==> src/rtl/slc3_mem_pkg.sv <==
// slc3_mem_pkg: shared types and constants for the SLC-3 memory controller slice.
//   mem_state_t      - controller FSM states
//   IO_ADDR_DEFAULT  - word address decoded as memory-mapped I/O
package slc3_mem_pkg;

  typedef enum logic [1:0] {
    IDLE,
    ACCESS,
    WHOLD,
    DONE
  } mem_state_t;

  localparam logic [15:0] IO_ADDR_DEFAULT = 16'hFFFF;

endpackage

==> src/rtl/slc3_mem_ctrl_if.sv <==
// slc3_mem_ctrl_if: req/done handshake between the SLC-3 control unit and the
// memory controller.
//   req   - request valid (master -> slave)
//   we    - 1 = write, 0 = read (master -> slave)
//   addr  - word address, MAR (master -> slave)
//   wdata - write data, MDR (master -> slave)
//   rdata - registered read data (slave -> master)
//   done  - one-cycle completion pulse (slave -> master)
//   busy  - controller not idle (slave -> master)
interface slc3_mem_ctrl_if;

  logic        req;
  logic        we;
  logic [15:0] addr;
  logic [15:0] wdata;
  logic [15:0] rdata;
  logic        done;
  logic        busy;

  modport master (
    output req, we, addr, wdata,
    input  rdata, done, busy
  );

  modport slave (
    input  req, we, addr, wdata,
    output rdata, done, busy
  );

endinterface

==> src/rtl/slc3_io_regs.sv <==
// slc3_io_regs: memory-mapped I/O registers of the SLC-3 memory controller.
//   i_clk      - system clock
//   i_rst_n    - synchronous active-low reset
//   i_io_sel   - strobe: the request being accepted this cycle targets I/O
//   i_we       - request is a write
//   i_wdata    - write data for the hex-display register
//   i_switches - board switches
//   i_sram_dq  - data from the SRAM pad
//   o_hex      - hex-display register
//   o_rd_mux   - read data source: switches when I/O is selected, else SRAM
module slc3_io_regs (
  input  logic        i_clk,
  input  logic        i_rst_n,
  input  logic        i_io_sel,
  input  logic        i_we,
  input  logic [15:0] i_wdata,
  input  logic [15:0] i_switches,
  input  logic [15:0] i_sram_dq,
  output logic [15:0] o_hex,
  output logic [15:0] o_rd_mux
);

  always_ff @(posedge i_clk) begin
    if (!i_rst_n) begin
      o_hex <= '0;
    end else if (i_io_sel && i_we) begin
      o_hex <= i_wdata;
    end
  end

  assign o_rd_mux = i_io_sel ? i_switches : i_sram_dq;

endmodule

==> src/rtl/slc3_mem_ctrl.sv <==
// slc3_mem_ctrl: turns req/done handshake transactions into timed async-SRAM
// reads/writes, with one address decoded as memory-mapped I/O (switches/hex).
//   Clk, Reset   - clock; synchronous active-low reset
//   bus          - handshake (req/we/addr/wdata in, rdata/done/busy out)
//   SRAM_*_N     - active-low SRAM strobes (CE, OE, WE, UB, LB)
//   SRAM_ADDR    - registered SRAM address, addr zero-extended
//   SRAM_DQ_o    - data driven to SRAM; SRAM_DQ_oe enables the top-level tristate
//   SRAM_DQ_i    - data from the SRAM pad
//   Switches     - board switches, read at IO_ADDR
//   HEX_data     - hex-display register, written at IO_ADDR
module slc3_mem_ctrl
  import slc3_mem_pkg::*;
#(
  parameter int unsigned WAIT_CYCLES = 3,
  parameter logic [15:0] IO_ADDR     = IO_ADDR_DEFAULT,
  parameter int unsigned SRAM_AW     = 20
) (
  input  logic               Clk,
  input  logic               Reset,
  slc3_mem_ctrl_if.slave     bus,
  output logic               SRAM_CE_N,
  output logic               SRAM_OE_N,
  output logic               SRAM_WE_N,
  output logic               SRAM_UB_N,
  output logic               SRAM_LB_N,
  output logic [SRAM_AW-1:0] SRAM_ADDR,
  output logic [15:0]        SRAM_DQ_o,
  output logic               SRAM_DQ_oe,
  input  logic [15:0]        SRAM_DQ_i,
  input  logic [15:0]        Switches,
  output logic [15:0]        HEX_data
);

  localparam int unsigned      CNT_W    = $clog2(WAIT_CYCLES + 1);
  localparam logic [CNT_W-1:0] CNT_LOAD = CNT_W'(WAIT_CYCLES - 1);

  generate
    if (WAIT_CYCLES < 1) begin : g_bad_wait
      $error("slc3_mem_ctrl: WAIT_CYCLES must be >= 1");
    end
  endgenerate

  mem_state_t       r_state;
  logic [CNT_W-1:0] r_cnt;
  logic             r_we;

  logic             w_accept;
  logic             w_io_sel;
  logic [15:0]      w_rd_mux;

  assign w_accept = (r_state == IDLE) && bus.req;
  assign w_io_sel = w_accept && (bus.addr == IO_ADDR);

  slc3_io_regs u_io_regs (
    .i_clk      (Clk),
    .i_rst_n    (Reset),
    .i_io_sel   (w_io_sel),
    .i_we       (bus.we),
    .i_wdata    (bus.wdata),
    .i_switches (Switches),
    .i_sram_dq  (SRAM_DQ_i),
    .o_hex      (HEX_data),
    .o_rd_mux   (w_rd_mux)
  );

  // Strobes, done and busy are set on the transition into the state they
  // belong to, so each output is registered yet aligned with the new state.
  always_ff @(posedge Clk) begin
    if (!Reset) begin
      r_state    <= IDLE;
      r_cnt      <= '0;
      r_we       <= 1'b0;
      bus.done   <= 1'b0;
      bus.busy   <= 1'b0;
      bus.rdata  <= '0;
      SRAM_CE_N  <= 1'b1;
      SRAM_OE_N  <= 1'b1;
      SRAM_WE_N  <= 1'b1;
      SRAM_UB_N  <= 1'b1;
      SRAM_LB_N  <= 1'b1;
      SRAM_ADDR  <= '0;
      SRAM_DQ_o  <= '0;
      SRAM_DQ_oe <= 1'b0;
    end else begin
      bus.done <= 1'b0;
      case (r_state)
        IDLE: begin
          if (w_accept) begin
            r_we      <= bus.we;
            SRAM_ADDR <= SRAM_AW'(bus.addr);
            bus.busy  <= 1'b1;
            if (w_io_sel) begin
              // I/O completes immediately; HEX_data is loaded by u_io_regs.
              if (!bus.we) begin
                bus.rdata <= w_rd_mux;
              end
              bus.done <= 1'b1;
              r_state  <= DONE;
            end else begin
              r_cnt      <= CNT_LOAD;
              SRAM_CE_N  <= 1'b0;
              SRAM_UB_N  <= 1'b0;
              SRAM_LB_N  <= 1'b0;
              SRAM_OE_N  <= bus.we;
              SRAM_WE_N  <= !bus.we;
              SRAM_DQ_oe <= bus.we;
              if (bus.we) begin
                SRAM_DQ_o <= bus.wdata;
              end
              r_state <= ACCESS;
            end
          end
        end

        ACCESS: begin
          if (r_cnt == '0) begin
            if (r_we) begin
              // Release WE first; CE and data stay driven for the hold cycle.
              SRAM_WE_N <= 1'b1;
              r_state   <= WHOLD;
            end else begin
              bus.rdata  <= w_rd_mux;
              bus.done   <= 1'b1;
              SRAM_CE_N  <= 1'b1;
              SRAM_OE_N  <= 1'b1;
              SRAM_UB_N  <= 1'b1;
              SRAM_LB_N  <= 1'b1;
              SRAM_DQ_oe <= 1'b0;
              r_state    <= DONE;
            end
          end else begin
            r_cnt <= r_cnt - CNT_W'(1);
          end
        end

        WHOLD: begin
          bus.done   <= 1'b1;
          SRAM_CE_N  <= 1'b1;
          SRAM_WE_N  <= 1'b1;
          SRAM_UB_N  <= 1'b1;
          SRAM_LB_N  <= 1'b1;
          SRAM_DQ_oe <= 1'b0;
          r_state    <= DONE;
        end

        DONE: begin
          bus.busy <= 1'b0;
          r_state  <= IDLE;
        end
      endcase
    end
  end

endmodule
==> src/flat_wrapper.sv <==
// flat-port wrapper written by rule: the top's interface ports become plain ports
module slc3_mem_ctrl_flat import slc3_mem_pkg::*;
#(
  parameter int unsigned WAIT_CYCLES = 3,
  parameter logic [15:0] IO_ADDR     = IO_ADDR_DEFAULT,
  parameter int unsigned SRAM_AW     = 20
)
  (Clk, Reset, SRAM_CE_N, SRAM_OE_N, SRAM_WE_N, SRAM_UB_N, SRAM_LB_N, SRAM_ADDR, SRAM_DQ_o, SRAM_DQ_oe, SRAM_DQ_i, Switches, HEX_data, bus_req, bus_we, bus_addr, bus_wdata, bus_rdata, bus_done, bus_busy);
  slc3_mem_ctrl_if bus_i ();
  input  logic Clk;
  input  logic Reset;
  output logic SRAM_CE_N;
  output logic SRAM_OE_N;
  output logic SRAM_WE_N;
  output logic SRAM_UB_N;
  output logic SRAM_LB_N;
  output logic [SRAM_AW-1:0] SRAM_ADDR;
  output logic [15:0] SRAM_DQ_o;
  output logic SRAM_DQ_oe;
  input  logic [15:0] SRAM_DQ_i;
  input  logic [15:0] Switches;
  output logic [15:0] HEX_data;
  input wire logic [$bits(bus_i.req)-1:0] bus_req;
  input wire logic [$bits(bus_i.we)-1:0] bus_we;
  input wire logic [$bits(bus_i.addr)-1:0] bus_addr;
  input wire logic [$bits(bus_i.wdata)-1:0] bus_wdata;
  output wire logic [$bits(bus_i.rdata)-1:0] bus_rdata;
  output wire logic [$bits(bus_i.done)-1:0] bus_done;
  output wire logic [$bits(bus_i.busy)-1:0] bus_busy;
  assign bus_i.req = bus_req;
  assign bus_i.we = bus_we;
  assign bus_i.addr = bus_addr;
  assign bus_i.wdata = bus_wdata;
  assign bus_rdata = bus_i.rdata;
  assign bus_done = bus_i.done;
  assign bus_busy = bus_i.busy;
  slc3_mem_ctrl #(.WAIT_CYCLES(WAIT_CYCLES), .IO_ADDR(IO_ADDR), .SRAM_AW(SRAM_AW)) u_core (.Clk(Clk), .Reset(Reset), .bus(bus_i), .SRAM_CE_N(SRAM_CE_N), .SRAM_OE_N(SRAM_OE_N), .SRAM_WE_N(SRAM_WE_N), .SRAM_UB_N(SRAM_UB_N), .SRAM_LB_N(SRAM_LB_N), .SRAM_ADDR(SRAM_ADDR), .SRAM_DQ_o(SRAM_DQ_o), .SRAM_DQ_oe(SRAM_DQ_oe), .SRAM_DQ_i(SRAM_DQ_i), .Switches(Switches), .HEX_data(HEX_data));
endmodule
==> config.mk <==
export PLATFORM = sky130hd
export DESIGN_NAME = slc3_mem_ctrl_flat
export DESIGN_NICKNAME = d
export VERILOG_FILES = /design/src/rtl/slc3_mem_pkg.sv /design/src/rtl/slc3_mem_ctrl_if.sv /design/src/rtl/slc3_io_regs.sv /design/src/rtl/slc3_mem_ctrl.sv /design/src/flat_wrapper.sv
export SDC_FILE = /design/constraint.sdc
export NUM_CORES = 1
export LEC_CHECK = 0
export ABC_AREA = 1
export CORE_MARGIN = 3
export CORE_UTILIZATION = 38
export CTS_CLUSTER_DIAMETER = 60
export DETAILED_ROUTE_END_ITERATION = 12
export PLACE_DENSITY_LB_ADDON = 0.12
export SLEW_MARGIN = 10
export SYNTH_ARGS = -nofsm -noshare
export SYNTH_HDL_FRONTEND = slang
export SYNTH_SLANG_ARGS = --single-unit
==> constraint.sdc <==
create_clock -name Clk -period 1.7 [get_ports Clk]
set_input_delay 0.425 -clock Clk [delete_from_list [all_inputs] [get_ports Clk]]
set_output_delay 0.425 -clock Clk [all_outputs]
set_load 0.005 [all_outputs]
==> summary.txt <==
Final layout
  – Fin nets: 708
  – Diodes inserted: 0
  – Layout Utilization: 66.2%
  – Commonest non-fill, non-tap cell in the layout: clkdlybuf4s50_1
  – Area Growth Syn to Fin: 68.2%
  – Count of non-filler cells in the finished layout: 743
  – Fill cells: 727
  – Share of cells above drive strength 1: 16.3%
  – Post-route cell area: 5470 um^2
  – Commonest cells after routing, fill and taps aside: clkdlybuf4s50_1 (122), nor2_1 (107), nand2_1 (97), dfxtp_1 (71), o21ai_0 (34)

GRT
  – Vias in the first global route: 3333
  – Global-route usage over all layers: 19.9%
  – Initial antenna violation count: 0
  – Largest net degree at the start of global routing: 29
  – Global-route wire length before repair: 15900 um
  – GRT overflow: 0

Timing
  – Slew Limit Fails: 0
  – Period utilization: 102%
  – Unrepaired setup endpoints after global routing: yes
  – Max Clock Skew: 0.0109 ns
  – Worst-Margin Slew: 0.767 ns
  – # setup viols final: 11
  – Final setup TNS: -0.180 ns
  – Fin crit period: 1.74 ns
  – Fin worst setup slack: -0.0406 ns
  – Normalized max-slew margin: 48.8%
  – Fin Hold WS: 0.468 ns
  – F_max: 575 MHz
  – Hold Fails Final Rpt: 0

Placement
  – Routability cong.: 0.846
  – Final HPWL DP: 6640 um
  – IO buf count: 139
  – Setup WS pre-CTS: -0.423 ns
  – DP Cell Count: 712
  – Area after DPL: 4860 um^2

Clock network
  – Clock latency on the worst-skew pair: 0.34 ns
  – TritonCTS Sinks: 75
  – Root buffer cell: clkbuf_8
  – Clk pin slew, worst setup/hold paths: 0.08 ns
  – Cts bufs inserted: 9
  – CTS tree: yes
  – H-Tree Depth: 3
  – Maximum clock insertion buffer count: 2

Outcome
  – Failing checks: negative setup slack
  – Status: finished, violations left

Power
  – PwrDens: 1410 nW/um^2
  – Leak: 2.41 nW
  – Power Total: 7.69 mW
  – Maximum vdd drop: 0.000557 V

Setup path
  – Worst Setup EP: u_core.bus.rdata[0]
  – Crit path DAT: 2.02 ns
  – Critical path type: flop to flop
  – Crit end category: flop
  – R2R depth: 11
  – Crit-path max cell delay: 0.35 ns
  – Startpoint types: flop
  – CP startpoint: u_core.r_state[0]
  – R2R setup slack: -0.04 ns
  – Worst-path fanout max: 8
  – FF-to-FF End: u_core.bus.rdata[0]
  – Slowest cell on the critical path: dfxtp_2
  – R2r startpoint: u_core.r_state[0]
  – CP required: 1.98 ns
  – Critical-path cell list: buf_6, ha_4, inv_2, or2_4, a21oi_4, nand3_4, buf_12, buf_16, nand2_4, nand2_2, nor2_2

Worst hold path
  – Hold WC Path Type: input port to flop

Logic synthesis
  – Synth top area share: 46.2%
  – Mapped Avg Cell Area: 6.96 um^2
  – Post-synthesis sequential area ratio: 46.2%
  – Post-Syn Instances: 467
  – Yosys reg bits: 75
  – Synth top area cells: dfxtp_1 (46%), nor2_1 (14%), nand2_1 (13%)
  – Netlist cell types: 23
  – Synth Warn #: 0
  – Largest area contributor in the netlist: dfxtp_1
  – Cell Area, Synth: 3250 um^2

Floorplanning
  – Core ar.: 8260 um^2
  – Die Area: 9700 um^2
  – Initial Utilization: 39.4%
  – # rows: 33
  – DIE HEIGHT: 98.5 um
  – IO Pins: 144
  – Die W: 98.5 um

Route
  – Initial DRC Count: 105
  – First-pass DRT Iterations: 4
  – Detail Route Antenna Nets: 0
  – Drt total wl: 10000 um
  – Vias: 3449
  – WL per Instance: 13.5 um
  – DRC viols: 0
  – Vias per Instance: 4.64

Flow run
  – Max-cap violations: 0
[final cells by class]
class / count / area (um^2) / share of cell area (%)
multi-input combinational: 331 / 1610 / 29.4
timing repair buffer: 182 / 1820 / 33.3
clock buffer: 9 / 124 / 2.26
sequential: 75 / 1510 / 27.5
inverter: 35 / 141 / 2.58
clock inverter: 6 / 138 / 2.52
tap: 105 / 131 / 2.40
[layer usage]
| metal | track usage (%) | vias up | routed length (um) |
|---|---|---|---|
| li1 | - | 1775 | - |
| met2 | 33.1 | 103 | 4880 |
| met3 | 6.09 | 12 | 808 |
| met4 | 7.35 | 0 | 116 |
| met5 | 0 | - | 0 |
| met1 | 24.3 | 1559 | 4230 |
[synth_stat cells (all sizes together)]
library cell	n
a211oi	5
nor2	118
inv	35
ha	6
dfxtp	75
nand3	6
or2	1
a21oi	13
buf	19
nor3	26
o211ai	1
clkbuf	10
nand2	115
o21ai	36
conb	1
[cells by family after synthesis]
family / synth area share, %
other: 0.115
buffers and inverters: 9.20
AOI/OAI and AO/OA: 9.27
and+or+nand+nor: 32.9
DFF: 46.2
adders and majority gates: 2.31
[how the worst min path moves through the flow]
stage / from / end / cells after the start
after floorplan: u_core.SRAM_DQ_oe / u_core.SRAM_DQ_oe / 2
after global placement: u_core.SRAM_DQ_oe / u_core.SRAM_DQ_oe / 2
after detailed placement: u_core.SRAM_ADDR[11] / u_core.SRAM_ADDR[11] / 2
after CTS: bus_addr[4] / u_core.SRAM_ADDR[4] / 3
after global routing: bus_addr[4] / u_core.SRAM_ADDR[4] / 3
final: bus_addr[4] / u_core.SRAM_ADDR[4] / 3
[sequential cells by signal (all words and copies together), names as in the netlist]
| name | flops |
|---|---|
| u_core.SRAM_ADDR | 16 |
| u_core.SRAM_DQ_oe | 1 |
| u_core.r_state | 2 |
| u_core.bus.busy | 1 |
| u_core.r_we | 1 |
| u_core.u_io_regs.o_hex | 16 |
| u_core.bus.rdata | 16 |
| u_core.SRAM_WE_N | 1 |
| u_core.SRAM_OE_N | 1 |
| u_core.SRAM_DQ_o | 16 |
| u_core.SRAM_UB_N | 1 |
| u_core.r_cnt | 2 |
| u_core.bus.done | 1 |
[worst max-delay path: cells and delay by family, from the launching register on]
kind / cells / cell delay [ns]
AOI/OAI and AO/OA: 1 / 0.16
buffers and inverters: 4 / 0.44
adders and majority gates: 1 / 0.14
DFF: 1 / 0.35
and+or+nand+nor: 5 / 0.59
[report_power, final]
part	switching (mW)	total [mW]	leakage, nW	internal [mW]
clock	0.663	1.79	0.130	1.12
sequential	0.216	2.40	0.615	2.18
combinational	1.59	3.51	1.67	1.92
[timing repair]
item	CTS	global route
endpoints found under the setup margin	39	54
setup buffers	8	5
hold buffers	0	0
pin swaps	8	14
endpoints found under the hold margin	0	0
gates cloned	3	1
resized for setup	36	41
Power figures use the tool's default switching activity.
